$ cat src/rtl/ramp_samp_pkg.sv
// Shared types and constants for the two-channel ramp-and-sample ADC sequencer.
// STATUS register bit positions live here so the register bank and the sequencer agree.
package ramp_samp_pkg;

  typedef enum logic [1:0] {
    IDLE      = 2'd0,
    DISCHARGE = 2'd1,
    RAMP      = 2'd2,
    DONE      = 2'd3
  } state_t;

  localparam int unsigned WIDTH_RAMP_AND_SAMP_DEF = 8;
  localparam int unsigned DISCHARGE_CYCLES_DEF    = 16;
  localparam int unsigned CLK_DIV_DEF             = 4;

  localparam int unsigned STATUS_VALID_LSB   = 0;
  localparam int unsigned STATUS_TIMEOUT_BIT = 2;
  localparam int unsigned STATUS_BUSY_BIT    = 3;
  localparam int unsigned STATUS_DONE_BIT    = 4;
  localparam int unsigned STATUS_W           = 5;

  function automatic logic [STATUS_W-1:0] pack_status(input logic [1:0] v,
                                                      input logic       t,
                                                      input logic       b,
                                                      input logic       d);
    logic [STATUS_W-1:0] s;
    s = '0;
    s[STATUS_VALID_LSB +: 2] = v;
    s[STATUS_TIMEOUT_BIT]    = t;
    s[STATUS_BUSY_BIT]       = b;
    s[STATUS_DONE_BIT]       = d;
    return s;
  endfunction

endpackage

$ cat src/rtl/cmp_sync_edge.sv
// Two-flop synchronizer for one asynchronous comparator output, followed by an
// edge register; rise pulses for one clk on a synchronized 0->1 transition.
module cmp_sync_edge (
  input  logic clk,
  input  logic reset_n,
  input  logic async_in,
  output logic rise
);

  logic meta_q;
  logic sync_q;
  logic prev_q;

  always_ff @(posedge clk or negedge reset_n) begin
    if (!reset_n) begin
      meta_q <= 1'b0;
      sync_q <= 1'b0;
      prev_q <= 1'b0;
    end else begin
      meta_q <= async_in;
      sync_q <= meta_q;
      prev_q <= sync_q;
    end
  end

  assign rise = sync_q & ~prev_q;

endmodule

$ cat src/rtl/ramp_samp_sequencer.sv
// Ramp-and-sample ADC sequencer: discharges the ramp, releases it, counts
// prescaled ticks and captures the count when each channel's comparator trips.
module ramp_samp_sequencer
  import ramp_samp_pkg::*;
#(
  parameter int unsigned WIDTH_RAMP_AND_SAMP = WIDTH_RAMP_AND_SAMP_DEF,
  parameter int unsigned DISCHARGE_CYCLES    = DISCHARGE_CYCLES_DEF,
  parameter int unsigned CLK_DIV             = CLK_DIV_DEF
) (
  input  logic                           clk,
  input  logic                           reset_n,
  input  logic                           run,
  input  logic [1:0]                     cmp_in,
  output logic                           ramp_discharge,
  output logic                           ramp_en,
  output logic [WIDTH_RAMP_AND_SAMP-1:0] count0,
  output logic [WIDTH_RAMP_AND_SAMP-1:0] count1,
  output logic [1:0]                     valid,
  output logic                           busy,
  output logic                           done,
  output logic                           timeout
);

  localparam int unsigned W  = WIDTH_RAMP_AND_SAMP;
  localparam int unsigned DW = $clog2(DISCHARGE_CYCLES + 1);
  localparam int unsigned PW = $clog2(CLK_DIV + 1);

  localparam logic [W-1:0]  CNT_MAX     = '1;
  localparam logic [W-1:0]  CNT_PRE_MAX = CNT_MAX - W'(1);
  localparam logic [DW-1:0] DIS_LAST    = DW'(DISCHARGE_CYCLES - 1);
  localparam logic [PW-1:0] PRESC_LAST  = PW'(CLK_DIV - 1);

  state_t        state_q, state_d;
  logic [DW-1:0] dcnt_q, dcnt_d;
  logic [PW-1:0] presc_q, presc_d;
  logic [W-1:0]  cnt_q, cnt_d;
  logic [W-1:0]  count0_d, count1_d;
  logic [1:0]    valid_d;
  logic          timeout_d;
  logic          run_low_q;
  logic [1:0]    trip;
  logic          tick;
  logic          sat;
  logic [W-1:0]  cap_val;

  cmp_sync_edge u_sync0 (
    .clk      (clk),
    .reset_n  (reset_n),
    .async_in (cmp_in[0]),
    .rise     (trip[0])
  );

  cmp_sync_edge u_sync1 (
    .clk      (clk),
    .reset_n  (reset_n),
    .async_in (cmp_in[1]),
    .rise     (trip[1])
  );

  always_ff @(posedge clk or negedge reset_n) begin
    if (!reset_n) begin
      state_q        <= IDLE;
      dcnt_q         <= '0;
      presc_q        <= '0;
      cnt_q          <= '0;
      count0         <= '0;
      count1         <= '0;
      valid          <= '0;
      timeout        <= 1'b0;
      run_low_q      <= 1'b0;
      ramp_discharge <= 1'b1;
      ramp_en        <= 1'b0;
      busy           <= 1'b0;
      done           <= 1'b0;
    end else begin
      state_q        <= state_d;
      dcnt_q         <= dcnt_d;
      presc_q        <= presc_d;
      cnt_q          <= cnt_d;
      count0         <= count0_d;
      count1         <= count1_d;
      valid          <= valid_d;
      timeout        <= timeout_d;
      run_low_q      <= ~run;
      ramp_discharge <= (state_d != RAMP);
      ramp_en        <= (state_d == RAMP);
      busy           <= (state_d == DISCHARGE) || (state_d == RAMP);
      done           <= (state_d == DONE);
    end
  end

  // A start needs run seen low on the previous clk, so run held high through
  // DONE or across reset release cannot retrigger a conversion.
  always_comb begin
    state_d   = state_q;
    dcnt_d    = dcnt_q;
    presc_d   = presc_q;
    cnt_d     = cnt_q;
    count0_d  = count0;
    count1_d  = count1;
    valid_d   = valid;
    timeout_d = timeout;
    tick      = 1'b0;
    sat       = 1'b0;
    cap_val   = cnt_q;

    case (state_q)
      IDLE: begin
        if (run && run_low_q) begin
          state_d   = DISCHARGE;
          dcnt_d    = '0;
          count0_d  = '0;
          count1_d  = '0;
          valid_d   = '0;
          timeout_d = 1'b0;
        end
      end

      DISCHARGE: begin
        if (!run) begin
          state_d   = IDLE;
          count0_d  = '0;
          count1_d  = '0;
          valid_d   = '0;
          timeout_d = 1'b0;
        end else if (dcnt_q == DIS_LAST) begin
          state_d = RAMP;
          presc_d = '0;
          cnt_d   = '0;
        end else begin
          dcnt_d = dcnt_q + 1'b1;
        end
      end

      RAMP: begin
        if (!run) begin
          state_d   = IDLE;
          count0_d  = '0;
          count1_d  = '0;
          valid_d   = '0;
          timeout_d = 1'b0;
        end else if (valid == 2'b11) begin
          state_d = DONE;
        end else begin
          tick    = (presc_q == PRESC_LAST);
          presc_d = tick ? '0 : presc_q + 1'b1;
          // Saturation is the tick that lands the counter on all-ones; a trip
          // in that same cycle records the saturated value.
          sat     = tick && (cnt_q == CNT_PRE_MAX);
          if (tick) begin
            cnt_d = cnt_q + 1'b1;
          end
          cap_val = sat ? CNT_MAX : cnt_q;

          if (trip[0] && !valid[0]) begin
            count0_d   = cap_val;
            valid_d[0] = 1'b1;
          end
          if (trip[1] && !valid[1]) begin
            count1_d   = cap_val;
            valid_d[1] = 1'b1;
          end

          if (sat) begin
            if (!valid_d[0]) begin
              count0_d = CNT_MAX;
            end
            if (!valid_d[1]) begin
              count1_d = CNT_MAX;
            end
            timeout_d = (valid_d != 2'b11);
            state_d   = DONE;
          end
        end
      end

      DONE: begin
        if (!run) begin
          state_d = IDLE;
        end
      end

      default: begin
        state_d = IDLE;
      end
    endcase
  end

endmodule

$ cat config.mk
export PLATFORM = sky130hd
export DESIGN_NAME = ramp_samp_sequencer
export DESIGN_NICKNAME = d
export VERILOG_FILES = /design/src/rtl/ramp_samp_pkg.sv /design/src/rtl/cmp_sync_edge.sv /design/src/rtl/ramp_samp_sequencer.sv
export SDC_FILE = /design/constraint.sdc
export NUM_CORES = 1
export LEC_CHECK = 0
export BUFFER_PORTS_ARGS = -buffer_cell sky130_fd_sc_hd__buf_2
export CELL_PAD_IN_SITES_DETAIL_PLACEMENT = 0
export CELL_PAD_IN_SITES_GLOBAL_PLACEMENT = 1
export CORE_ASPECT_RATIO = 1.1
export CORE_MARGIN = 3
export CORE_UTILIZATION = 44
export CTS_CLUSTER_DIAMETER = 60
export DETAILED_ROUTE_END_ITERATION = 8
export HOLD_SLACK_MARGIN = 0.1
export PLACE_DENSITY_LB_ADDON = 0.1
export SETUP_SLACK_MARGIN = 0.05
export SLEW_MARGIN = 0
export SYNTH_ARGS = -nofsm -noshare
export SYNTH_HDL_FRONTEND = slang
export SYNTH_SLANG_ARGS = --single-unit
export TNS_END_PERCENT = 5
$ cat constraint.sdc
create_clock -name clk -period 4 [get_ports clk]
set_input_delay 0.4 -clock clk [delete_from_list [all_inputs] [get_ports clk]]
set_output_delay 0.4 -clock clk [all_outputs]
set_load 0.01 [all_outputs]
==> impl_table.tex <==
\begin{tabular}{lr}
\hline
Metric & Value \\
\hline
\multicolumn{2}{l}{\textbf{Layout}} \\
Layout-stage area growth over the synthesis result & 12.1\% \\
Commonest cells after routing, fill and taps aside & 47 x sky130\_fd\_sc\_hd\_\_dfrtp\_1, 27 x sky130\_fd\_sc\_hd\_\_buf\_2, 17 x sky130\_fd\_sc\_hd\_\_o2bb2ai\_1, 15 x sky130\_fd\_sc\_hd\_\_nand2\_1, 14 x sky130\_fd\_sc\_hd\_\_a21oi\_1 \\
Share of final-layout standard cells stronger than drive strength 1 & 17.7\% \\
\# diodes & 0 \\
Share of the core filled with cells in the final layout & between 50\% and 60\% \\
Total Nets Final & between 200 and 250 \\
Most common library cell in the layout ignoring fill and taps & sky130\_fd\_sc\_hd\_\_dfrtp\_1 \\
Fill cell instance count of the final layout & roughly 430 \\
\multicolumn{2}{l}{\textbf{Timing}} \\
Final worst slack & 1530 ps \\
Final setup TNS & 0 ps \\
Pins over their slew limit & 0 \\
Headroom to the max-slew limit & around a third \\
Unrepaired setup endpoints after global routing & no \\
Setup violation total in the final timing report & 0 \\
Upper clock frequency limit & 0.404 GHz \\
Share of the clock period used by the worst path & 61.8\% \\
Measured slew at the worst slew-check pin & 1010 ps \\
Worst clock skew on the final layout & 7.22 ps \\
Final number of hold-violating endpoints & 0 \\
Min Tclk post-route & about 2500 ps \\
\multicolumn{2}{l}{\textbf{Place}} \\
Number of buffers inserted by port buffering & 27 \\
HPWL after detailed placement & approximately 3.6 mm \\
Gpl congestion & 0.783 \\
Worst slack at placement & 1550 ps \\
\multicolumn{2}{l}{\textbf{Power}} \\
PwrDens & 374 nW/µm² \\
Static Leak & 1.21 nW \\
Worst voltage drop across the vdd grid & between 150 and 200 µV \\
Relative contribution of combinational cells to total power & 7.6\% \\
Share of power burned in registers & 54.7\% \\
Clk network pwr share & 37.8\% \\
Switching Fraction & 23.4\% \\
Internal Dissipation & between 0.0007 and 0.0008 W \\
Sw Pwr & 0.000225 W \\
\multicolumn{2}{l}{\textbf{Clocking}} \\
Buffers inserted during post-CTS setup optimization & 0 \\
Root buffer cell & sky130\_fd\_sc\_hd\_\_clkbuf\_8 \\
Number of CTS-inserted buffers & 5 \\
\# resized after CTS & 0 \\
Clock latency on the worst-skew pair & approximately 290 ps \\
Clock tree buffer depth & 2 \\
Post-CTS Hold Buffers & 0 \\
Number of levels in the clock H-tree & 2 \\
CTS clock-pin slew for the worst setup and hold paths & 90 ps \\
Num Clock Sinks & 48 \\
Clock tree from TritonCTS & built \\
\multicolumn{2}{l}{\textbf{Worst setup path}} \\
Worst stage delay on the critical path & 520 ps \\
Cell class contributing the biggest share of worst-path delay & simple AND/OR/NAND/NOR gates \\
Worst path cell trace & ha\_1 -> and3\_1 -> ha\_1 -> nand3b\_4 -> a211o\_1 -> or4\_1 -> a21oi\_1 \\
Critical Path Slowest Stage Cell & sky130\_fd\_sc\_hd\_\_or4\_1 \\
Beginning of the worst register-to-register path & dcnt\_q[0] \\
Category of the critical setup timing path & reg -> reg \\
Most frequent cell on the critical path & sky130\_fd\_sc\_hd\_\_ha\_1 \\
Critical Path Source Type & register \\
Buf/Inv on CP & 0 \\
Critical path required time & 4220 ps \\
Worst R2R Path Depth & 7 \\
Setup slack of the worst register-to-register path & 1530 ps \\
Arrival @ worst endpoint & approximately 2700 ps \\
Crit Path Max Fanout & 12 \\
Kind of end point of the critical path & register \\
Reg2reg end & cnt\_q[6] \\
\multicolumn{2}{l}{\textbf{Synth}} \\
Mean instance size in the synthesized netlist & $\sim$11 µm² \\
Main synth FF type & sky130\_fd\_sc\_hd\_\_dfrtp\_1 \\
Nets in the synthesized netlist & 225 \\
Flop and latch count out of synthesis & 48 \\
Yosys Warn Count & 0 \\
Register area share after synthesis & approximately 53\% \\
Number of library cell types mapped by synthesis & 50 \\
Number of synthesized flops with an enable pin & 0 \\
Post-synth ARST share & between 90\% and 100\% \\
Cells after synthesis & roughly 210 \\
Summed instance area of the synthesized netlist & approximately 2300 µm² \\
\multicolumn{2}{l}{\textbf{Flow run}} \\
Max-capacitance violation count & 0 \\
\multicolumn{2}{l}{\textbf{Route}} \\
Number of remaining DRC errors & 0 \\
Length of the first detailed-routing pass in iterations & 4 \\
First-iteration detailed-routing DRC count & 103 \\
Count of vias placed by the detailed router & about 1800 \\
Via density & 6.03 \\
Final WL & 4.99 mm \\
Final antenna-violating net count & 0 \\
Average routed wire per standard cell & 17.0 µm \\
\multicolumn{2}{l}{\textbf{GRT}} \\
Global routing usage summed across all routing layers & 18.1\% \\
GRT overflow & 0 \\
Initial antenna violation count & 0 \\
Largest net degree at the start of global routing & 49 \\
Vias in the first global route & 1797 \\
Wire length of the first global-routing pass & 8.54 mm \\
\multicolumn{2}{l}{\textbf{Worst hold path}} \\
Worst hold path stage count & 1 \\
Beginning of the worst hold path & cmp\_in[0] \\
Endpoint of the worst hold-timing path & u\_sync0.meta\_q \\
Worst min-delay path category & in -> reg \\
\multicolumn{2}{l}{\textbf{Die}} \\
Number of primary I/O pins & 28 \\
DIE AREA & between 6000 and 7000 µm² \\
Width of the die & roughly 75 µm \\
Starting density of the core & 47.2\% \\
Vertical extent of the die & 81.7 µm \\
Row count & 26 \\
Core box area & 4850 µm² \\
\multicolumn{2}{l}{\textbf{Run status}} \\
Run status & completed \\
\hline
\end{tabular}
[how the worst max path moves through the flow]
stage,from,endpoint,slack (ps),cells past startpoint
finish,dcnt_q[0],cnt_q[6],1530,7
global route,dcnt_q[0],cnt_q[5],1360,7
CTS,dcnt_q[0],cnt_q[6],1520,7
detailed placement,dcnt_q[0],cnt_q[6],1550,7
global placement,dcnt_q[0],cnt_q[7],1680,7
floorplan,dcnt_q[0],cnt_q[6],1930,8
[power groups by stage]
stage | combinational (W) | clock [W] | sequential, W
floorplan | 0.0000512 | 0 | 0.000527
detailed placement | 0.0000734 | 0 | 0.000534
global route | 0.0000842 | 0.000395 | 0.000528
global placement | 0.0000703 | 0 | 0.000532
finish | 0.0000725 | 0.000363 | 0.000525
CTS | 0.0000735 | 0.000375 | 0.000524
[cell usage after synthesis (2+ instances only)]
library cell                instances  area (µm²)
sky130_fd_sc_hd__a21oi_1           14        70.1
sky130_fd_sc_hd__a22o_1             3        26.3
sky130_fd_sc_hd__a22oi_1           12        90.1
sky130_fd_sc_hd__and3_1             2        12.5
sky130_fd_sc_hd__buf_1              3        11.3
sky130_fd_sc_hd__buf_2              3        15.0
sky130_fd_sc_hd__clkbuf_1           3        11.3
sky130_fd_sc_hd__dfrtp_1           47        1180
sky130_fd_sc_hd__ha_1               8         100
sky130_fd_sc_hd__inv_1              8        30.0
sky130_fd_sc_hd__inv_2              3        11.3
sky130_fd_sc_hd__nand2_1           15        56.3
sky130_fd_sc_hd__nand2b_1           4        25.0
sky130_fd_sc_hd__nand3_1            2        10.0
sky130_fd_sc_hd__nand4_1            3        18.8
sky130_fd_sc_hd__nor2_1            12        45.0
sky130_fd_sc_hd__nor2b_1            7        43.8
sky130_fd_sc_hd__nor3_1             3        15.0
sky130_fd_sc_hd__o21ai_1            8        40.0
sky130_fd_sc_hd__o2bb2ai_1         17         149
sky130_fd_sc_hd__o31ai_1            3        22.5
sky130_fd_sc_hd__or4_1              3        22.5
sky130_fd_sc_hd__xnor2_1            2        17.5
[state kept, by name, summed over array words and instances (netlist names)]
signal and cells:
u_sync0.meta_q 1, cnt_q 8, presc_q 3, timeout 1
u_sync1.prev_q 1, u_sync1.sync_q 1, ramp_discharge 1, done 1
run_low_q 1, busy 1, u_sync0.sync_q 1, ramp_en 1
count1 8, u_sync0.prev_q 1, u_sync1.meta_q 1, valid 2
dcnt_q 5, count0 8, state_q 2
[kinds of logic after synthesis]
logic type | Yosys count | synth area share [%]
flops | 48 | 52.5
xor+xnor | 3 | 1.15
compound gates | 68 | 21.1
buf+inv | 22 | 4.26
simple gates | 61 | 15.7
fa+ha+maj | 8 | 4.37
mux | 2 | 0.929
[through the flow]
| stage | hold slack, ps | total power [W] | instance area, µm² | instances |
|---|---|---|---|---|
| 6_report | 205 | 0.000960 | 2570 | 293 |
| 5_1_grt | 186 | 0.00101 | 2570 | 293 |
| 4_1_cts | 195 | 0.000973 | 2570 | 293 |
| 3_5_place_dp | 343 | 0.000607 | 2450 | 285 |
| 3_3_place_gp | 333 | 0.000602 | 2450 | 285 |
| 2_1_floorplan | 104 | 0.000578 | 2290 | 212 |
[per-layer routing]
layer	routed length, µm	part of all wire [%]	up-vias	global-route usage [%]
met5	0	0	-	0
met4	79	1.6	0	6.58
met3	169	3.4	11	3.67
met2	2540	51	39	30.0
met1	2200	44	887	23.5
li1	-	-	830	-
[area by class of cell]
type / count / area [µm²] / share of cell area (%)
Tap cell: 56 / 70.1 / 2.73
Multi-Input combinational cell: 142 / 990 / 38.5
Sequential cell: 48 / 1200 / 46.8
Clock inverter: 2 / 38.8 / 1.51
Inverter: 11 / 41.3 / 1.61
Timing Repair Buffer: 28 / 143 / 5.56
Clock buffer: 6 / 82.6 / 3.22
Power figures use the tool's default switching activity.
